## src/rtl/axi_rd_arbiter_pkg.sv

```systemverilog
// Shared definitions for the AXI read arbiter.
// Contents: the FSM state type, the default watchdog limit, the widest
// supported master count, and a helper that expands an index to a one-hot
// vector.
package axi_arb_pkg;

    typedef enum logic [1:0] {
        ST_IDLE,
        ST_ADDR,
        ST_DATA
    } arb_state_e;

    localparam int unsigned DEF_TIMEOUT = 1023;
    localparam int unsigned MAX_M       = 8;

    // One-hot expansion at the widest supported size; callers size-cast the
    // result down to their own master count.
    function automatic logic [MAX_M-1:0] onehot(input logic [2:0] idx);
        logic [MAX_M-1:0] v;
        v      = '0;
        v[idx] = 1'b1;
        return v;
    endfunction

endpackage

```

## src/rtl/axi_rd_arbiter_if.sv

```systemverilog
// Handshake/grant bundle between the read arbiter and the interconnect.
//   req_i       per-master ARVALID
//   ar_ready_i  ARREADY of the decoded slave for the granted master
//   rvalid_i    RVALID returned to the granted master
//   rready_i    RREADY of the granted master
//   rlast_i     RLAST returned to the granted master
//   grant_o     one-hot grant (registered)
//   grant_idx_o binary grant index (registered)
//   busy_o      transaction in progress
//   timeout_o   watchdog release pulse
// modport slave  : arbiter view
// modport master : interconnect / requester view
interface axi_rd_arbiter_if #(
    parameter int unsigned NUM_M = 3
);
    logic [NUM_M-1:0]         req_i;
    logic                     ar_ready_i;
    logic                     rvalid_i;
    logic                     rready_i;
    logic                     rlast_i;
    logic [NUM_M-1:0]         grant_o;
    logic [$clog2(NUM_M)-1:0] grant_idx_o;
    logic                     busy_o;
    logic                     timeout_o;

    modport slave (
        input  req_i, ar_ready_i, rvalid_i, rready_i, rlast_i,
        output grant_o, grant_idx_o, busy_o, timeout_o
    );

    modport master (
        output req_i, ar_ready_i, rvalid_i, rready_i, rlast_i,
        input  grant_o, grant_idx_o, busy_o, timeout_o
    );
endinterface

```

## src/rtl/axi_rd_arbiter_rr_pick.sv

```systemverilog
// Combinational round-robin picker.
//   req_i      request vector
//   last_idx_i index granted most recently
//   valid_o    at least one request present
//   idx_o      first requester found scanning upward from last_idx_i+1,
//              wrapping at NUM_M
module rr_pick #(
    parameter int unsigned NUM_M = 3
) (
    input  logic [NUM_M-1:0]         req_i,
    input  logic [$clog2(NUM_M)-1:0] last_idx_i,
    output logic                     valid_o,
    output logic [$clog2(NUM_M)-1:0] idx_o
);
    localparam int unsigned IDX_W = $clog2(NUM_M);

    always_comb begin
        logic        found;
        int unsigned cand;
        valid_o = |req_i;
        idx_o   = '0;
        found   = 1'b0;
        cand    = 0;
        // Offsets 1..NUM_M visit every master once, ending on last_idx_i
        // itself so a lone repeat requester can still win.
        for (int unsigned k = 1; k <= NUM_M; k++) begin
            cand = (32'(last_idx_i) + k) % NUM_M;
            if (!found && req_i[IDX_W'(cand)]) begin
                idx_o = IDX_W'(cand);
                found = 1'b1;
            end
        end
    end
endmodule

```

## src/rtl/axi_rd_arbiter.sv

```systemverilog
// Round-robin read-transaction arbiter. Grants one master, holds the grant
// across the AR handshake and every R beat, releases after the RLAST
// handshake, and force-releases a stalled transaction via a watchdog.
// Ports:
//   clk  clock
//   rst  synchronous active-high reset
//   bus  axi_rd_arbiter_if.slave (requests/handshakes in, grant/status out)
module axi_rd_arbiter
    import axi_arb_pkg::*;
#(
    parameter int unsigned NUM_M   = 3,
    parameter int unsigned TIMEOUT = DEF_TIMEOUT,
    parameter int unsigned CNT_W   = 10
) (
    input logic              clk,
    input logic              rst,
    axi_rd_arbiter_if.slave  bus
);
    localparam int unsigned IDX_W = $clog2(NUM_M);

    arb_state_e       state_q;
    logic [NUM_M-1:0] grant_q;
    logic [IDX_W-1:0] grant_idx_q;
    logic [IDX_W-1:0] last_idx_q;
    logic [CNT_W-1:0] cnt_q;
    logic             busy_q;

    logic             pick_valid;
    logic [IDX_W-1:0] pick_idx;
    logic             g_req;
    logic             ar_hs;
    logic             r_hs;
    logic             wd_hit;

    rr_pick #(.NUM_M(NUM_M)) u_pick (
        .req_i      (bus.req_i),
        .last_idx_i (last_idx_q),
        .valid_o    (pick_valid),
        .idx_o      (pick_idx)
    );

    always_comb begin
        g_req  = bus.req_i[grant_idx_q];
        ar_hs  = (state_q == ST_ADDR) && g_req && bus.ar_ready_i;
        r_hs   = (state_q == ST_DATA) && bus.rvalid_i && bus.rready_i;
        // A handshake in the limit cycle counts as progress and suppresses
        // the release.
        wd_hit = (TIMEOUT != 0) && (state_q != ST_IDLE)
                 && (cnt_q == CNT_W'(TIMEOUT)) && !ar_hs && !r_hs;
    end

    always_ff @(posedge clk) begin
        if (rst) begin
            state_q     <= ST_IDLE;
            grant_q     <= '0;
            grant_idx_q <= '0;
            last_idx_q  <= IDX_W'(NUM_M - 1);
            cnt_q       <= '0;
            busy_q      <= 1'b0;
        end else begin
            unique case (state_q)
                ST_IDLE: begin
                    if (pick_valid) begin
                        state_q     <= ST_ADDR;
                        grant_q     <= NUM_M'(onehot(3'(pick_idx)));
                        grant_idx_q <= pick_idx;
                        last_idx_q  <= pick_idx;
                        cnt_q       <= '0;
                        busy_q      <= 1'b1;
                    end
                end
                ST_ADDR: begin
                    if (!g_req || wd_hit) begin
                        state_q <= ST_IDLE;
                        grant_q <= '0;
                        busy_q  <= 1'b0;
                    end else begin
                        if (ar_hs) begin
                            state_q <= ST_DATA;
                        end
                        cnt_q <= cnt_q + 1'b1;
                    end
                end
                ST_DATA: begin
                    if ((r_hs && bus.rlast_i) || wd_hit) begin
                        state_q <= ST_IDLE;
                        grant_q <= '0;
                        busy_q  <= 1'b0;
                    end else if (r_hs) begin
                        cnt_q <= '0;
                    end else begin
                        cnt_q <= cnt_q + 1'b1;
                    end
                end
                default: begin
                    state_q <= ST_IDLE;
                    grant_q <= '0;
                    busy_q  <= 1'b0;
                end
            endcase
        end
    end

    assign bus.grant_o     = grant_q;
    assign bus.grant_idx_o = grant_idx_q;
    assign bus.busy_o      = busy_q;
    assign bus.timeout_o   = wd_hit;

endmodule

```

## src/flat_wrapper.sv

```systemverilog
// flat-port wrapper written by rule: the top's interface ports become plain ports
module axi_rd_arbiter_flat import axi_arb_pkg::*;
#(
    parameter int unsigned NUM_M   = 3,
    parameter int unsigned TIMEOUT = DEF_TIMEOUT,
    parameter int unsigned CNT_W   = 10
)
  (clk, rst, bus_req_i, bus_ar_ready_i, bus_rvalid_i, bus_rready_i, bus_rlast_i, bus_grant_o, bus_grant_idx_o, bus_busy_o, bus_timeout_o);
  axi_rd_arbiter_if #(.NUM_M(NUM_M)) bus_i ();
  input logic clk;
  input logic rst;
  input wire logic [$bits(bus_i.req_i)-1:0] bus_req_i;
  input wire logic [$bits(bus_i.ar_ready_i)-1:0] bus_ar_ready_i;
  input wire logic [$bits(bus_i.rvalid_i)-1:0] bus_rvalid_i;
  input wire logic [$bits(bus_i.rready_i)-1:0] bus_rready_i;
  input wire logic [$bits(bus_i.rlast_i)-1:0] bus_rlast_i;
  output wire logic [$bits(bus_i.grant_o)-1:0] bus_grant_o;
  output wire logic [$bits(bus_i.grant_idx_o)-1:0] bus_grant_idx_o;
  output wire logic [$bits(bus_i.busy_o)-1:0] bus_busy_o;
  output wire logic [$bits(bus_i.timeout_o)-1:0] bus_timeout_o;
  assign bus_i.req_i = bus_req_i;
  assign bus_i.ar_ready_i = bus_ar_ready_i;
  assign bus_i.rvalid_i = bus_rvalid_i;
  assign bus_i.rready_i = bus_rready_i;
  assign bus_i.rlast_i = bus_rlast_i;
  assign bus_grant_o = bus_i.grant_o;
  assign bus_grant_idx_o = bus_i.grant_idx_o;
  assign bus_busy_o = bus_i.busy_o;
  assign bus_timeout_o = bus_i.timeout_o;
  axi_rd_arbiter #(.NUM_M(NUM_M), .TIMEOUT(TIMEOUT), .CNT_W(CNT_W)) u_core (.clk(clk), .rst(rst), .bus(bus_i));
endmodule
```

## config.mk

```make
export PLATFORM = sky130hd
export DESIGN_NAME = axi_rd_arbiter_flat
export DESIGN_NICKNAME = d
export VERILOG_FILES = /design/src/rtl/axi_rd_arbiter_pkg.sv /design/src/rtl/axi_rd_arbiter_if.sv /design/src/rtl/axi_rd_arbiter_rr_pick.sv /design/src/rtl/axi_rd_arbiter.sv /design/src/flat_wrapper.sv
export SDC_FILE = /design/constraint.sdc
export NUM_CORES = 1
export LEC_CHECK = 0
export ABC_AREA = 1
export BUFFER_PORTS_ARGS = -buffer_cell sky130_fd_sc_hd__buf_2
export CAP_MARGIN = 20
export CORE_UTILIZATION = 30
export DETAILED_ROUTE_END_ITERATION = 6
export HOLD_SLACK_MARGIN = 0.12
export SETUP_SLACK_MARGIN = 0.3
export SLEW_MARGIN = 25
export SYNTH_ARGS = -nofsm -noshare
export SYNTH_HDL_FRONTEND = slang
export SYNTH_SLANG_ARGS = --single-unit
```

## constraint.sdc

```tcl
create_clock -name clk -period 2.14 [get_ports clk]
set_input_delay 0.321 -clock clk [delete_from_list [all_inputs] [get_ports clk]]
set_output_delay 0.321 -clock clk [all_outputs]
set_load 0.01 [all_outputs]
```

==> results of run 1 <==
## repair_timing
item                                   in CTS  in global routing
setup buffers                               0                  4
endpoints found under the hold margin       0                  0
hold buffers                                0                  0
pin swaps                                   0                 15
gates cloned                                0                  1
resized for setup                           5                 32
setup endpoints to repair                  13                 20
## stage by stage
stage | worst slack [ns] | cell area [um2] | hold WS [ns]
floorplan | 0.385 | 1400 | 0.466
global placement | 0.253 | 1520 | 0.437
detailed placement | 0.249 | 1520 | 0.431
CTS | 0.241 | 1580 | 0.401
global route | 0.185 | 1740 | 0.412
finish | 0.301 | 1740 | 0.398
## state kept, by name, summed over array words and instances, names as in the netlist
signal                  cells
u_core.cnt_q               10
u_core.bus.busy_o           1
u_core.last_idx_q           2
u_core.bus.grant_idx_o      1
u_core.bus.grant_o          3
u_core.state_q              2
## how the worst max path moves through the flow
stage,startpoint,endpoint,cells past startpoint
after floorplan,u_core.last_idx_q[0]$_SDFFE_PP0P_,u_core.bus.grant_o[0]$_SDFFE_PP0P_,14
after global placement,u_core.state_q[0]$_SDFFE_PP0P_,u_core.cnt_q[6]$_SDFFE_PP0P_,13
after detailed placement,u_core.state_q[0]$_SDFFE_PP0P_,u_core.cnt_q[6]$_SDFFE_PP0P_,13
after CTS,u_core.cnt_q[1]$_SDFFE_PP0P_,bus_timeout_o,8
after global routing,u_core.state_q[1]$_SDFFE_PP0P_,u_core.cnt_q[4]$_SDFFE_PP0P_,13
final,u_core.state_q[1]$_SDFFE_PP0P_,bus_timeout_o,8
## power groups by stage
stage | Sequential (W) | Combinational, W | Clock, W
after CTS | 0.000551 | 0.00131 | 0.000267
final | 0.000585 | 0.00154 | 0.000265
after detailed placement | 0.000559 | 0.00126 | 0
after floorplan | 0.000561 | 0.00103 | 0
after global placement | 0.000559 | 0.00126 | 0
after global routing | 0.000601 | 0.00176 | 0.000281
## cell families (layout without fill, tap and decap cells)
group / Yosys count / after routing
AOI/OAI and AO/OA: 24 / 24
and+or+nand+nor: 131 / 132
DFF: 19 / 19
buffers and inverters: 41 / 61
xor gates and xnor gates: 1 / 1
adders and majority gates: 6 / 6
## critical path: cells and delay by family, from the launching register on
kind | cells | cell delay, ns
compound gates | 1 | 0.11
fa+ha+maj | 1 | 0.15
buf+inv | 4 | 0.28
flops | 1 | 0.37
simple gates | 2 | 0.34
## area by class of cell
type	count	area (um2)	share of cell area, %
inverter	36	140	8.05
clock inverter	1	5.00	0.287
multi-input combinational	163	975	56.0
sequential	19	392	22.5
tap	52	65.1	3.74
timing repair buffer	21	124	7.11
clock buffer	3	41.3	2.37
## cells in the final DEF, fill, tap and decap left out
master    netlist  final
a21oi_1         8      7
a21oi_2         5      6
a31oi_1         1      1
buf_2           1     15
buf_4           1      5
buf_6           0      1
clkbuf_8        0      3
clkinv_1        1      1
clkinv_2        0      1
dfxtp_1        19     14
dfxtp_2         0      3
dfxtp_4         0      2
ha_1            6      1
ha_4            0      5
inv_1          33     30
inv_2           2      3
inv_4           0      2
nand2_1        61     56
nand2_2         9     10
nand2_4         0      4
nand3_1        16     16
nand3_2         0      1
nand3_4         2      2
nand4_1        12     12
nor2_1         24     23
nor2_2          3      1
nor2_4          2      5
nor3_1          1      1
nor3b_1         1      1
o211ai_1        1      1
o21a_1          1      1
o21ai_0         8      8
xor2_1          1      1
## per-layer routing
metal / global-route usage (%) / routed length, um
met5: 0 / 0
met4: 5.33 / 27
met3: 1.88 / 107
met2: 20.1 / 1460
met1: 20.0 / 1790
==> metrics.yaml, run 1 <==
synth_cell_types: 27
drive_gt1_share_pct: 28.4
antenna_found_initial: 0
synth_xor_area_share_pct: 0.626
powerDensity_mw_per_mm2: 1370
rr_worst_depth: 13
path_class: "flip-flop to primary output"
drv_slew: 0
tritoncts: "done"
leakage_nw: 0.823
first_pass_iters: 4
cp_slowest_cell: "dfxtp_4"
fin_tns_setup_ns: 0
synth_top_family_by_area: "simple AND/OR/NAND/NOR gates"
insertion_delay_ns: 0.27
hold_viol: 0
netSwitchingFraction_pct: 50.2
cp-start-kind: "flip-flop"
yosysSeqAreaShare_pct: 27.2
min_to: "u_core.cnt_q[0]$_SDFFE_PP0P_"
synth_ff_type: "dfxtp_1"
drv_cap: 0
core_mm2: 0.00441
final_cell_count_no_fill: 295
rsz0062_at_grt: "true"
synthAdderAreaFrac_pct: 5.37
syn_nets: 237
synth_top_area_share_pct: 27.2
vias: 1425
grt-ovfl-total: 0
r2r_setup_slack_ns: 0.31
drt_iter0_markers: 78
cts_buffer_depth: 2
synth_edf_count: 0
fp.dieH_um: 70.3
htreeDepth: 1
skew_ns: 0.00251
netlist_area_mm2: 0.00140
post-synth-top-count-cell: "nand2_1"
port_buffers: 15
tightest_slew_ns: 0.370
crit_top_cell: "inv_4"
path_max_fanout: 4
dpl.hpwl_um: 2340
ys_top_cells_by_area: "dfxtp_1 27%, nand2_1 16%, inv_1 8.9%"
cts_buffers: 3
synth.avg_cell_area_um2: 6.30
yosysTopAreaCell: "dfxtp_1"
nFillCells: 483
end_kind: "primary output"
area_delta_synth_final_pct: 24.5
routabilityCongestion: 0.834
min_from: "rst"
grt_pass1_vias: 1240
fin_nets: 259
min_path_cells: 2
yosys.area_share.simple_pct: 44.3
ys.warnings.count: 0
setup_violations: 0
p_sw_w: 0.00120
power.share.clock_pct: 11.1
max_stage_delay_ns: 0.37
cp_data_required_time_ns: 1.82
top_level_ports: 16
viasPerCell: 4.83
fin_total_pwr_w: 0.00239
grt_use_total_pct: 13.7
die_area_mm2: 0.00494
hp-class: "input port to flip-flop"
postSynthCellCount: 222
totalWireLength_um: 3380
peakVddDrop_mv: 0.565
synth_commonest_cells: "61 x nand2_1, 33 x inv_1, 24 x nor2_1"
start_util_pct: 31.7
async_flop_share_pct: 0
synth_compound_area_share_pct: 10.4
min_period_over_period_pct: 86.0
drt_drc_violations_left: 0
share_comb_of_total_power_pct: 64.4
die_x_um: 70.3
antenna_cells: 0
utilization_pct: 39.5
place_inst: 286
ant_nets: 0
ys_ff_latch: 19
grt_max_degree: 14
wl_per_cell_um: 11.4
slew-limit-headroom_pct: 75.3
status: "finished clean"
power_frac_seq_pct: 24.5
power.internal_w: 0.00119
crit_path_cell_trace: "inv_4 -> ha_4 -> inv_4 -> a21oi_2 -> nand4_1 -> nand3_4 -> inv_1 -> buf_2"
root_buffer: "clkbuf_8"
arrival_ns: 1.52
layout_min_cycle_time_ns: 1.84
rows: 24
reg2reg_from: "u_core.state_q[1]$_SDFFE_PP0P_"
muxShareOfSynthArea_pct: 0
path_clk_slew_ns: 0.08
max_freq_ghz: 0.544
r2r_end: "u_core.cnt_q[6]$_SDFFE_PP0P_"
clock-sinks: 19
grt_pass1_wl_um: 5490
(Power assumes the default switching activity.)
==> run 2: changes to the inputs <==
--- a/config.mk
+++ b/config.mk
@@ -5,7 +5,7 @@
 export SDC_FILE = /design/constraint.sdc
 export NUM_CORES = 1
 export LEC_CHECK = 0
-export ABC_AREA = 1
+export ABC_CLOCK_PERIOD_IN_PS = 2140
 export BUFFER_PORTS_ARGS = -buffer_cell sky130_fd_sc_hd__buf_2
 export CAP_MARGIN = 20
 export CORE_UTILIZATION = 30
==> run 2 against run 1 <==
Compared with the run above: non-clock buffer count up 21; worst hold slack improved by 0.061 ns; sequential power decreased by 29%; global-route usage rose by 1.6 points; wire length grew 14%; sequential share of layout area shrank 3.0 points; clock power is essentially flat; critical path type is now flip-flop to flip-flop; flip-flop and latch count unchanged; fmax decreased by 14%; setup slack worse by 0.29 ns; critical path depth is 1 higher.
==> metrics.yaml, run 2 <==
status: "finished clean"
hold_viol: 0
rows: 24
tritoncts: "done"
netlist_area_mm2: 0.00139
worstSetupStartpoint: "u_core.state_q[0]$_SDFFE_PP0P_"
path_buf_inv: 3
drv_slew: 0
final_cell_count_no_fill: 254
postSynthCellCount: 165
area_delta_synth_final_pct: 43.1
fin_total_pwr_w: 0.00129
synth_top_family_by_area: "simple AND/OR/NAND/NOR gates"
syn_nets: 180
ys_top_cells_by_area: "dfxtp_1 27%, ha_1 5.4%, o311ai_1 5.0%"
skew_ns: 0.0104
yosysSeqAreaShare_pct: 27.4
hp-class: "input port to flip-flop"
insertion_delay_ns: 0.26
path_clk_slew_ns: 0.08
utilization_pct: 45.0
cp-start-kind: "flip-flop"
slew-limit-headroom_pct: 60.1
root_buffer: "clkbuf_8"
fp.dieH_um: 70.0
max_stage_delay_ns: 0.52
layout_common_cells: "20 x buf_4, 16 x dfxtp_1, 14 x nand2_1, 14 x buf_2, 9 x inv_1"
placed_cell_area_mm2: 0.00165
end_kind: "flip-flop"
core_mm2: 0.00441
min_from: "rst"
cp_data_required_time_ns: 2.29
rsz0062_at_grt: "true"
grt-ovfl-total: 0
muxShareOfSynthArea_pct: 5.05
powerDensity_mw_per_mm2: 652
start_util_pct: 31.4
synth_xor_area_share_pct: 0
top_level_ports: 16
ys.warnings.count: 0
crit_top_cell: "buf_6"
totalWireLength_um: 3860
cp_top_family: "simple AND/OR/NAND/NOR gates"
final_area_mm2: 0.00199
post-synth-top-count-cell: "dfxtp_1"
first_pass_iters: 4
peakVddDrop_mv: 0.229
cts_buffers: 3
final_common_cell: "buf_4"
grt_use_total_pct: 15.3
fin_nets: 218
grt_pass1_wl_um: 6160
synth_ff_type: "dfxtp_1"
synth_edf_count: 0
min_period_over_period_pct: 99.6
clock-sinks: 19
crit_path_cell_trace: "inv_2 -> ha_4 -> and3_4 -> or4_4 -> buf_6 -> o21ai_2 -> buf_6 -> nand3_4 -> mux2_4"
drive_gt1_share_pct: 43.1
largest_reg_flops: 10
viasPerCell: 5.61
dpl.hpwl_um: 2560
drv_cap: 0
synth_compound_area_share_pct: 26.5
yosysTopAreaCell: "dfxtp_1"
reg2reg_from: "u_core.state_q[0]$_SDFFE_PP0P_"
synthAdderAreaFrac_pct: 6.13
die_area_mm2: 0.00490
max_freq_ghz: 0.469
wl_per_cell_um: 15.2
setup_violations: 0
place_inst: 243
htreeDepth: 1
cp_slowest_cell: "or4_4"
ant_nets: 0
leakage_nw: 0.748
synth_cell_types: 47
regMostFlops: "u_core.cnt_q"
antenna_cells: 0
synth_commonest_cells: "19 x dfxtp_1, 14 x nand2_1, 11 x inv_1"
synth_top_area_share_pct: 27.4
drt_iter0_markers: 123
layout_min_cycle_time_ns: 2.13
port_buffers: 15
routabilityCongestion: 0.852
ys_ff_latch: 19
vias: 1426
drt_drc_violations_left: 0
cts_buffer_depth: 2
die_x_um: 70.0
yosys.area_share.simple_pct: 28.3
antenna_found_initial: 0
path_max_fanout: 5
async_flop_share_pct: 0
grt_pass1_vias: 1375
arrival_ns: 2.28
grt_max_degree: 17
tightest_slew_ns: 0.592
synth.avg_cell_area_um2: 8.41
path_class: "flip-flop to flip-flop"
[run 2: cell types whose count changed after synthesis, sizes merged, moves of 9 or more]
cell and change:
nor2 -21, a21oi -9, nand2 -56, inv -24, nand4 -11
[run 2: kinds of logic after synthesis]
| group | after synthesis |
|---|---|
| buffers and inverters | 20 |
| AND/OR/NAND/NOR | 66 |
| AO/OA/AOI/OAI | 47 |
| multiplexers | 6 |
| adder cells (fa/ha/maj) | 7 |
| flip-flops | 19 |
[run 2: stage by stage]
stage	setup slack (ns)	setup TNS [ns]	hold WS (ns)
3_5_place_dp	0.0245	0	0.448
3_3_place_gp	0.0674	0	0.455
4_1_cts	0.00978	0	0.448
5_1_grt	-0.0542	-0.265	0.467
6_report	0.00869	0	0.459
2_1_floorplan	0.0184	0	0.454
[run 2: cell type report]
cell class              count  area [um2]
inverters                  11        41.3
fillers                   419        2430
multi-input cells         126        1140
clock buffers               3        41.3
well taps                  52        65.1
repair buffers             42         310
clock inverters             1        5.00
flip-flops and latches     19         387
[run 2: final timing paths]
check / slack, ns / end / depth (start not counted)
setup / recovery: 0.009 / u_core.bus.grant_o[1]$_SDFFE_PP0P_ / 9
hold / removal: 0.46 / u_core.bus.grant_idx_o[1]$_SDFFE_PP0P_ / 2
setup reg to reg: 0.009 / u_core.bus.grant_o[1]$_SDFFE_PP0P_ / 9
hold reg to reg: 0.46 / u_core.bus.busy_o$_SDFFE_PP0P_ / 2
[run 2: metal layers]
metal	wire [um]	share of wire [%]	track usage, %	vias to the layer above
met5	0	0	0	-
met1	1840	48	21.3	678
li1	-	-	-	712
met2	1830	48	23.9	32
met3	138	3.6	2.89	4
met4	40	1.0	4.89	0
[run 2: repair_timing]
action                                  in CTS  in global routing
endpoints found under the setup margin      17                 18
hold buffers                                 0                  0
setup buffers                                6                  1
pin swaps                                   13                  9
gates resized for setup                     19                 22
[run 2: report_power, final]
part	total, W	switching [W]	internal, W
combinational	0.000614	0.000320	0.000294
clock	0.000264	0.000134	0.000130
sequential	0.000417	0.0000271	0.000390
total	0.00129	0.000482	0.000813
